$ cat src/rtl/mem_pkg.sv
// mem_pkg: access sizes, dm lane codes and controller state encoding shared by the MEM-stage access logic
package mem_pkg;
  localparam logic [1:0] SIZE_B = 2'b00;
  localparam logic [1:0] SIZE_H = 2'b01;
  localparam logic [1:0] SIZE_W = 2'b10;
  localparam logic [2:0] DMOP_W   = 3'b000;
  localparam logic [2:0] DMOP_HLO = 3'b001;
  localparam logic [2:0] DMOP_HHI = 3'b010;
  localparam logic [2:0] DMOP_B0  = 3'b011;
  localparam logic [2:0] DMOP_B1  = 3'b100;
  localparam logic [2:0] DMOP_B2  = 3'b101;
  localparam logic [2:0] DMOP_B3  = 3'b110;
  typedef enum logic [1:0] {IDLE, ACCESS, RESP} state_t;
  function automatic logic [2:0] dmop_of(input logic [1:0] size, input logic [1:0] lo);
    return size == SIZE_W ? DMOP_W :
           size == SIZE_H ? (lo[1] ? DMOP_HHI : DMOP_HLO) :
           lo == 2'd0 ? DMOP_B0 : lo == 2'd1 ? DMOP_B1 : lo == 2'd2 ? DMOP_B2 : DMOP_B3;
  endfunction
endpackage

$ cat src/rtl/load_extend.sv
// load_extend: picks the addressed byte/half lane out of a dm word and sign/zero-extends it
module load_extend
  import mem_pkg::*;
(
  input  logic [31:0] word,
  input  logic [1:0]  lo,
  input  logic [1:0]  size,
  input  logic        uns,
  output logic [31:0] result
);
  logic [7:0]  b;
  logic [15:0] h;
  always_comb begin
    b = 8'(word >> {lo, 3'b000});
    h = lo[1] ? word[31:16] : word[15:0];
    result = size == SIZE_B ? {{24{~uns & b[7]}}, b} :
             size == SIZE_H ? {{16{~uns & h[15]}}, h} : word;
  end
endmodule

$ cat src/rtl/dm_access_ctrl.sv
// dm_access_ctrl: MEM-stage load/store controller in front of dm_4k; checks requests, drives
// one-cycle dm accesses and returns extended load data over a valid/ready response.
module dm_access_ctrl
  import mem_pkg::*;
#(
  parameter int          ADDR_W    = 12,
  parameter logic [31:0] BASE_ADDR = 32'h0000_0000
) (
  input  logic              clk,
  input  logic              rst_n,
  input  logic              req_valid,
  output logic              req_ready,
  input  logic              req_we,
  input  logic [1:0]        req_size,
  input  logic              req_uns,
  input  logic [31:0]       req_addr,
  input  logic [31:0]       req_wdata,
  output logic              resp_valid,
  input  logic              resp_ready,
  output logic [31:0]       resp_rdata,
  output logic              resp_err,
  output logic [ADDR_W-3:0] dm_addr,
  output logic [31:0]       dm_din,
  output logic              dm_we,
  output logic [2:0]        dm_dmop,
  input  logic [31:0]       dm_dout
);
  state_t      state, state_n;
  logic [1:0]  size_q, lo_q;
  logic        uns_q, bad;
  logic [31:0] ext;
  load_extend u_ext (.word(dm_dout), .lo(lo_q), .size(size_q), .uns(uns_q), .result(ext));
  assign bad = req_size == 2'b11 || (req_size == SIZE_H && req_addr[0]) ||
               (req_size == SIZE_W && req_addr[1:0] != 2'b00) ||
               req_addr[31:ADDR_W] != BASE_ADDR[31:ADDR_W];
  assign req_ready  = state == IDLE;
  assign resp_valid = state == RESP;
  always_comb begin
    state_n = state == IDLE   ? (req_valid ? (bad ? RESP : ACCESS) : IDLE) :
              state == ACCESS ? RESP : (resp_ready ? IDLE : RESP);
  end
  always_ff @(posedge clk or negedge rst_n) begin
    if (!rst_n) state <= IDLE;
    else state <= state_n;
  end
  // dm_we lives for exactly the ACCESS cycle; dm_addr/dmop keep their last value otherwise
  always_ff @(posedge clk or negedge rst_n) begin
    if (!rst_n) begin
      size_q     <= SIZE_B;
      lo_q       <= 2'b00;
      uns_q      <= 1'b0;
      dm_addr    <= '0;
      dm_din     <= '0;
      dm_we      <= 1'b0;
      dm_dmop    <= DMOP_W;
      resp_rdata <= '0;
      resp_err   <= 1'b0;
    end else begin
      dm_we <= 1'b0;
      if (state == IDLE && req_valid) begin
        size_q <= req_size;
        lo_q   <= req_addr[1:0];
        uns_q  <= req_uns;
        dm_din <= req_wdata;
        if (bad) begin
          resp_err   <= 1'b1;
          resp_rdata <= '0;
        end else begin
          dm_addr <= req_addr[ADDR_W-1:2];
          dm_dmop <= dmop_of(req_size, req_addr[1:0]);
          dm_we   <= req_we;
        end
      end
      if (state == ACCESS) begin
        resp_err   <= 1'b0;
        resp_rdata <= dm_we ? 32'h0 : ext;
      end
    end
  end
endmodule

$ cat config.mk
export PLATFORM = sky130hd
export DESIGN_NAME = dm_access_ctrl
export DESIGN_NICKNAME = d
export VERILOG_FILES = /design/src/rtl/mem_pkg.sv /design/src/rtl/load_extend.sv /design/src/rtl/dm_access_ctrl.sv
export SDC_FILE = /design/constraint.sdc
export NUM_CORES = 1
export LEC_CHECK = 0
export CAP_MARGIN = 25
export CORE_MARGIN = 2
export CORE_UTILIZATION = 45
export CTS_CLUSTER_DIAMETER = 30
export DETAILED_ROUTE_END_ITERATION = 10
export GPL_TIMING_DRIVEN = 0
export PLACE_DENSITY = 0.91
export SLEW_MARGIN = 20
export SYNTH_ARGS = -nofsm -noshare
export SYNTH_HDL_FRONTEND = slang
export SYNTH_SLANG_ARGS = --single-unit
export TNS_END_PERCENT = 1
$ cat constraint.sdc
create_clock -name clk -period 2.9 [get_ports clk]
set_input_delay 0.58 -clock clk [delete_from_list [all_inputs] [get_ports clk]]
set_output_delay 0.58 -clock clk [all_outputs]
set_load 0.1 [all_outputs]
==> results of run 1 <==
==> area by class of cell <==
type / instances / area (µm²) / share of cell area
multi-input combinational: 231 / 1697 / 0.2754
tap: 108 / 135.1 / 0.02194
sequential: 86 / 2152 / 0.3494
inverter: 5 / 18.77 / 0.003047
clock inverter: 5 / 61.31 / 0.009953
timing repair buffer: 185 / 1867 / 0.3031
buffer: 22 / 101.3 / 0.01645
clock buffer: 10 / 127.6 / 0.02072
==> report_power, final <==
group	total (mW)	internal, mW	switching, mW
sequential	1.39	1.32	0.0738
combinational	1.64	0.504	1.14
clock	0.832	0.395	0.436
==> critical path, stage by stage (launching register included) <==
cell and delay [ns]:
dfrtp_1 0.45, nor2b_1 0.16, clkdlybuf4s50_1 1.15
==> worst paths after layout <==
check | startpoint | end | slack (ns) | cells after the start
hold / removal | rst_n | dm_din[24] | 0.15 | 1
min in group clk | resp_err | resp_err | 0.49 | 1
max in group asynchronous | rst_n | resp_rdata[27] | 2.16 | 2
hold reg to reg | resp_err | resp_err | 0.49 | 1
setup reg to reg | state[1] | resp_rdata[28] | 0.71 | 4
setup / recovery | state[1] | resp_valid | 0.21 | 2
==> logic make-up after synthesis <==
kind of cell	share of synthesized area
AO/OA/AOI/OAI	0.1161
XOR/XNOR	0.002209
adder cells (fa/ha/maj)	0.003154
buffers and inverters	0.03028
flip-flops	0.5426
multiplexers	0.1694
AND/OR/NAND/NOR	0.1363
==> state kept, by name (all words and copies together), names as in the netlist <==
| signal | count |
|---|---|
| dm_addr | 10 |
| dm_din | 32 |
| dm_dmop | 3 |
| dm_we | 1 |
| lo_q | 2 |
| resp_err | 1 |
| resp_rdata | 32 |
| size_q | 2 |
| state | 2 |
| uns_q | 1 |
==> stage by stage <==
| stage | setup WS, ns | util | TNS (ns) |
|---|---|---|---|
| 4_1_cts | 0.1923 | 0.7133 | 0 |
| 3_3_place_gp | -1.701 | 0.6885 | -145.73 |
| 6_report | 0.2103 | 0.7133 | 0 |
| 5_1_grt | 0.1230 | 0.7133 | 0 |
| 3_5_place_dp | 0.04627 | 0.6914 | 0 |
| 2_1_floorplan | 0.3008 | - | 0 |
==> layout by cell type, fill, tap and decap left out, drive strengths merged, types with 2 or more instances in the layout <==
cell and n:
nor2b 3, a221o 2, clkdlybuf4s50 183, clkinvlp 3, nor3b 3, nor2 21, inv 5, nor4 6
dfrtp 86, nand2b 20, a21oi 2, o221ai 11, nand2 43, buf 9, mux2 49, o22ai 33
clkbuf 25, and2 2, o21ai 9, mux2i 9
==> per-layer routing <==
metal  up-vias  wire length, µm
li1       1628                -
met1      1713             4214
met2       215             5890
met3        31             1039
met4         0              354
met5         -                0
==> flow_metrics.env, run 1 <==
export IMPL_status="finished, final reports clean"
export IMPL_arrival_ns=2.11
export IMPL_dr_pass1_iters=5
export IMPL_numCtsBuffers=9
export IMPL_syn_area_mm2=0.003966
export IMPL_finalPower_mw=3.864
export IMPL_wire_per_inst_um=17.63
export IMPL_antenna_left=0
export IMPL_gp_congestion=0.9321
export IMPL_syn_avg_cell_area_um2=11.53
export IMPL_cellPowerDensity_mw_per_mm2=627.3
export IMPL_core_mm2=0.008636
export IMPL_grt_overflow=0
export IMPL_crit_path_end_kind="output pin"
export IMPL_post_cts_buffers=0
export IMPL_cts_tree="built"
export IMPL_cts_max_level=3
export IMPL_fin_cells=652
export IMPL_irDropWorstVdd_mv=0.4258
export IMPL_globalRouteMet3Util=0.06657
export IMPL_synth_area_leaders="dfrtp_1 54%, mux2_2 12%, o22ai_1 5.2%"
export IMPL_path_clk_slew_ns=0.09
export IMPL_synth_main_ff_cell="dfrtp_1"
export IMPL_grt_pass1_wl_um=18290
export IMPL_placed_area_mm2=0.005971
export IMPL_syn_nets=449
export IMPL_antenna_found_initial=0
export IMPL_grtUsageMet1=0.2775
export IMPL_drive_gt1_frac=0.1489
export IMPL_cts_hold_buffers_added=0
export IMPL_fin_skew_ns=0.008833
export IMPL_yosysMostFrequentCell="dfrtp_1"
export IMPL_rows=34
export IMPL_totalWireLength_um=11500
export IMPL_io_buffers=184
export IMPL_finalCriticalPeriod_ns=2.690
export IMPL_drc=0
export IMPL_nets=645
export IMPL_fmax_mhz=371.8
export IMPL_ys_ff_latch=86
export IMPL_syn_inst=344
export IMPL_cts_buffer_depth=2
export IMPL_yosysTopAreaCell="dfrtp_1"
export IMPL_ys_seq_area_frac=0.5426
export IMPL_busiest_layer="met2"
export IMPL_rsz0062_at_grt="no"
export IMPL_maxSlewViolCount=0
export IMPL_drv_cap=0
export IMPL_cts_root_buf="clkbuf_8"
export IMPL_die_width_um=97.88
export IMPL_synthToLayoutAreaGrowth_pct=55.30
export IMPL_via_count=3587
export IMPL_dp_hpwl_um=8788
export IMPL_fillers=620
export IMPL_use_met2=0.4083
export IMPL_grt_max_degree=60
export IMPL_ys_async_sr_fraction=1.000
export IMPL_worstSetupPathType="reg -> out"
export IMPL_start_kind="flop"
export IMPL_synth_edf_count=0
export IMPL_vias_per_cell=5.502
export IMPL_hold_class="in -> async"
export IMPL_ioPinCount=185
export IMPL_tightest_slew_ns=1.062
export IMPL_insertion_delay_ns=0.35
export IMPL_track_usage=0.2379
export IMPL_yosysTopAreaCellShare=0.5426
export IMPL_worstPathRequired_ns=2.32
export IMPL_relSlewSlack=0.2902
export IMPL_synth_top_cells_by_count="86 x dfrtp_1, 43 x nand2_1, 41 x mux2_2"
export IMPL_synth_cell_type_count=41
export IMPL_cts_sinks=86
export IMPL_dieArea_mm2=0.009580
export IMPL_num_antenna_cells=0
export IMPL_drt_iter0_drc=178
export IMPL_ys_warn_count=0
export IMPL_leakagePower_nw=2.528
export IMPL_setup_viol=0
export IMPL_grt_pass1_vias=3768
export IMPL_postCtsResizedCells=0
export IMPL_fp_dieH_um=97.88
export IMPL_worst_path_max_fanout=6
export IMPL_final_area_mm2=0.006160
export IMPL_period_share=0.9275
export IMPL_initial_core_util=0.4593
export IMPL_hold_viol_final=0
export IMPL_hold_worst_slack_ns=0.1491
export IMPL_dp_cells=637
Note: power is estimated with default switching activity, not from simulation.
==> inputs of run 2 (changes only) <==
--- a/config.mk
+++ b/config.mk
@@ -6,6 +6,7 @@
 export NUM_CORES = 1
 export LEC_CHECK = 0
 export CAP_MARGIN = 25
+export CORE_ASPECT_RATIO = 0.7
 export CORE_MARGIN = 2
 export CORE_UTILIZATION = 45
 export CTS_CLUSTER_DIAMETER = 30
==> flow_metrics.env, run 2 (synthesis results as in run 1) <==
export IMPL_dp_hpwl_um=9392
export IMPL_irDropWorstVdd_mv=0.5907
export IMPL_worst_path_buf_inv=1
export IMPL_fin_skew_ns=0.007142
export IMPL_grt_pass1_wl_um=17980
export IMPL_arrival_ns=2.04
export IMPL_ioPinCount=185
export IMPL_fp_dieH_um=82.55
export IMPL_status="finished, final reports clean"
export IMPL_setup_worst_path_start="state[1]"
export IMPL_dr_pass1_iters=6
export IMPL_worstPathRequired_ns=2.32
export IMPL_grtUsageMet1=0.3175
export IMPL_worstPathCellList="nor2b_1, clkdlybuf4s50_1"
export IMPL_grt_overflow=0
export IMPL_postCtsResizedCells=0
export IMPL_final_area_mm2=0.006277
export IMPL_num_antenna_cells=0
export IMPL_totalWireLength_um=12080
export IMPL_insertion_delay_ns=0.34
export IMPL_cts_root_buf="clkbuf_16"
export IMPL_initial_core_util=0.4659
export IMPL_wire_per_inst_um=18.19
export IMPL_io_buffers=184
export IMPL_crit_slowest_cell="clkdlybuf4s50_1"
export IMPL_crit_path_end_kind="output pin"
export IMPL_tightest_slew_ns=1.012
export IMPL_register_area_mm2=0.002152
export IMPL_fin_cells=664
export IMPL_final_common_cell="clkdlybuf4s50_1"
export IMPL_leakagePower_nw=2.585
export IMPL_numCtsBuffers=9
export IMPL_cts_buffer_depth=2
export IMPL_regToRegStartpoint="lo_q[1]"
export IMPL_r2r_cells=6
export IMPL_hold_class="in -> async"
export IMPL_core_mm2=0.008513
export IMPL_track_usage=0.2513
export IMPL_cts_tree="built"
export IMPL_cellPowerDensity_mw_per_mm2=669.3
export IMPL_gp_congestion=0.9229
export IMPL_cts_hold_buffers_added=0
export IMPL_finalCriticalPeriod_ns=2.620
export IMPL_worstSetupPathType="reg -> out"
export IMPL_dieArea_mm2=0.009593
export IMPL_final_cell_mix="183 x clkdlybuf4s50_1, 86 x dfrtp_1, 43 x nand2_1, 41 x mux2_2, 33 x o22ai_1"
export IMPL_period_share=0.9034
export IMPL_cp_depth=2
export IMPL_reg_largest_list="dm_din: 32 flops, resp_rdata: 32 flops, dm_addr: 10 flops"
export IMPL_drt_iter0_drc=264
export IMPL_rows=28
export IMPL_drc=0
export IMPL_grt_pass1_vias=3523
export IMPL_setup_viol=0
export IMPL_cts_sinks=86
export IMPL_use_met2=0.4094
export IMPL_hold_viol_final=0
export IMPL_start_kind="flop"
export IMPL_vias_per_cell=5.331
export IMPL_grt_max_degree=56
export IMPL_multi_input_area_mm2=0.001697
export IMPL_tns_ns=0
export IMPL_fillers=613
export IMPL_rsz0062_at_grt="no"
export IMPL_worst_slack_ns=0.2802
export IMPL_cp_slowest_stage_delay_ns=1.14
export IMPL_nets=645
export IMPL_post_cts_buffers=0
export IMPL_worstSetupEndpoint="resp_valid"
export IMPL_dp_cells=649
export IMPL_die_width_um=116.2
export IMPL_path_clk_slew_ns=0.06
export IMPL_via_count=3540
export IMPL_synthToLayoutAreaGrowth_pct=58.26
export IMPL_critPathTopFamily="buffers and inverters"
export IMPL_reg2reg_to="resp_rdata[26]"
export IMPL_ff2ff_setup_slack_ns=0.73
export IMPL_preCtsSetupSlack_ns=0.04387
export IMPL_worst_path_max_fanout=6
export IMPL_busiest_layer="met2"
export IMPL_antenna_found_initial=0
export IMPL_drv_cap=0
export IMPL_placed_area_mm2=0.005978
export IMPL_relSlewSlack=0.3231
export IMPL_fmax_mhz=381.7
export IMPL_drive_gt1_frac=0.1507
export IMPL_maxSlewViolCount=0
export IMPL_globalRouteMet3Util=0.09708
export IMPL_antenna_left=0
export IMPL_cts_max_level=3
[run 2: worst min-delay path by stage]
| stage | from | endpoint | slack [ns] | cells after the start |
|---|---|---|---|---|
| 6_report | rst_n | size_q[0] | 0.30 | 1 |
| 5_1_grt | rst_n | dm_din[1] | 0.35 | 1 |
| 4_1_cts | rst_n | dm_din[0] | 0.31 | 1 |
| 3_5_place_dp | resp_err | resp_err | 0.47 | 1 |
| 3_3_place_gp | resp_err | resp_err | 0.47 | 1 |
| 2_1_floorplan | rst_n | dm_addr[0] | 0.28 | 0 |
[run 2: worst reg2reg max path, delay by kind of cell (launching register included)]
family	cells	cell delay, ns
DFF	1	0.31
AOI/OAI and AO/OA	3	0.79
buffers and inverters	2	0.58
muxes	1	0.35
[run 2: final cells by class]
type / count / share of cell area
plain buffers: 22 / 0.01615
clock buffers: 10 / 0.03807
clock inverters: 5 / 0.009567
inverters: 5 / 0.002990
multi-input cells: 231 / 0.2703
flip-flops and latches: 86 / 0.3428
well taps: 120 / 0.02392
repair buffers: 185 / 0.2962
[run 2: where the power goes]
part / total (mW) / internal [mW] / switching [mW]
Sequential: 1.39 / 1.32 / 0.0744
Combinational: 1.65 / 0.503 / 1.15
Clock: 1.16 / 0.687 / 0.472
[run 2: per-layer routing]
| layer | up-vias | share of wire |
|---|---|---|
| met5 | - | 0.0035 |
| met4 | 2 | 0.012 |
| met3 | 17 | 0.11 |
| met2 | 197 | 0.47 |
| met1 | 1692 | 0.41 |
| li1 | 1632 | - |
[run 2: through the flow]
step | power, mW | hold WS (ns) | utilization
2_1_floorplan | 2.541 | 0.2844 | -
3_3_place_gp | 3.022 | 0.4661 | 0.7002
3_5_place_dp | 3.059 | 0.4724 | 0.7022
4_1_cts | 4.220 | 0.3089 | 0.7374
5_1_grt | 4.359 | 0.3480 | 0.7374
6_report | 4.202 | 0.2998 | 0.7374
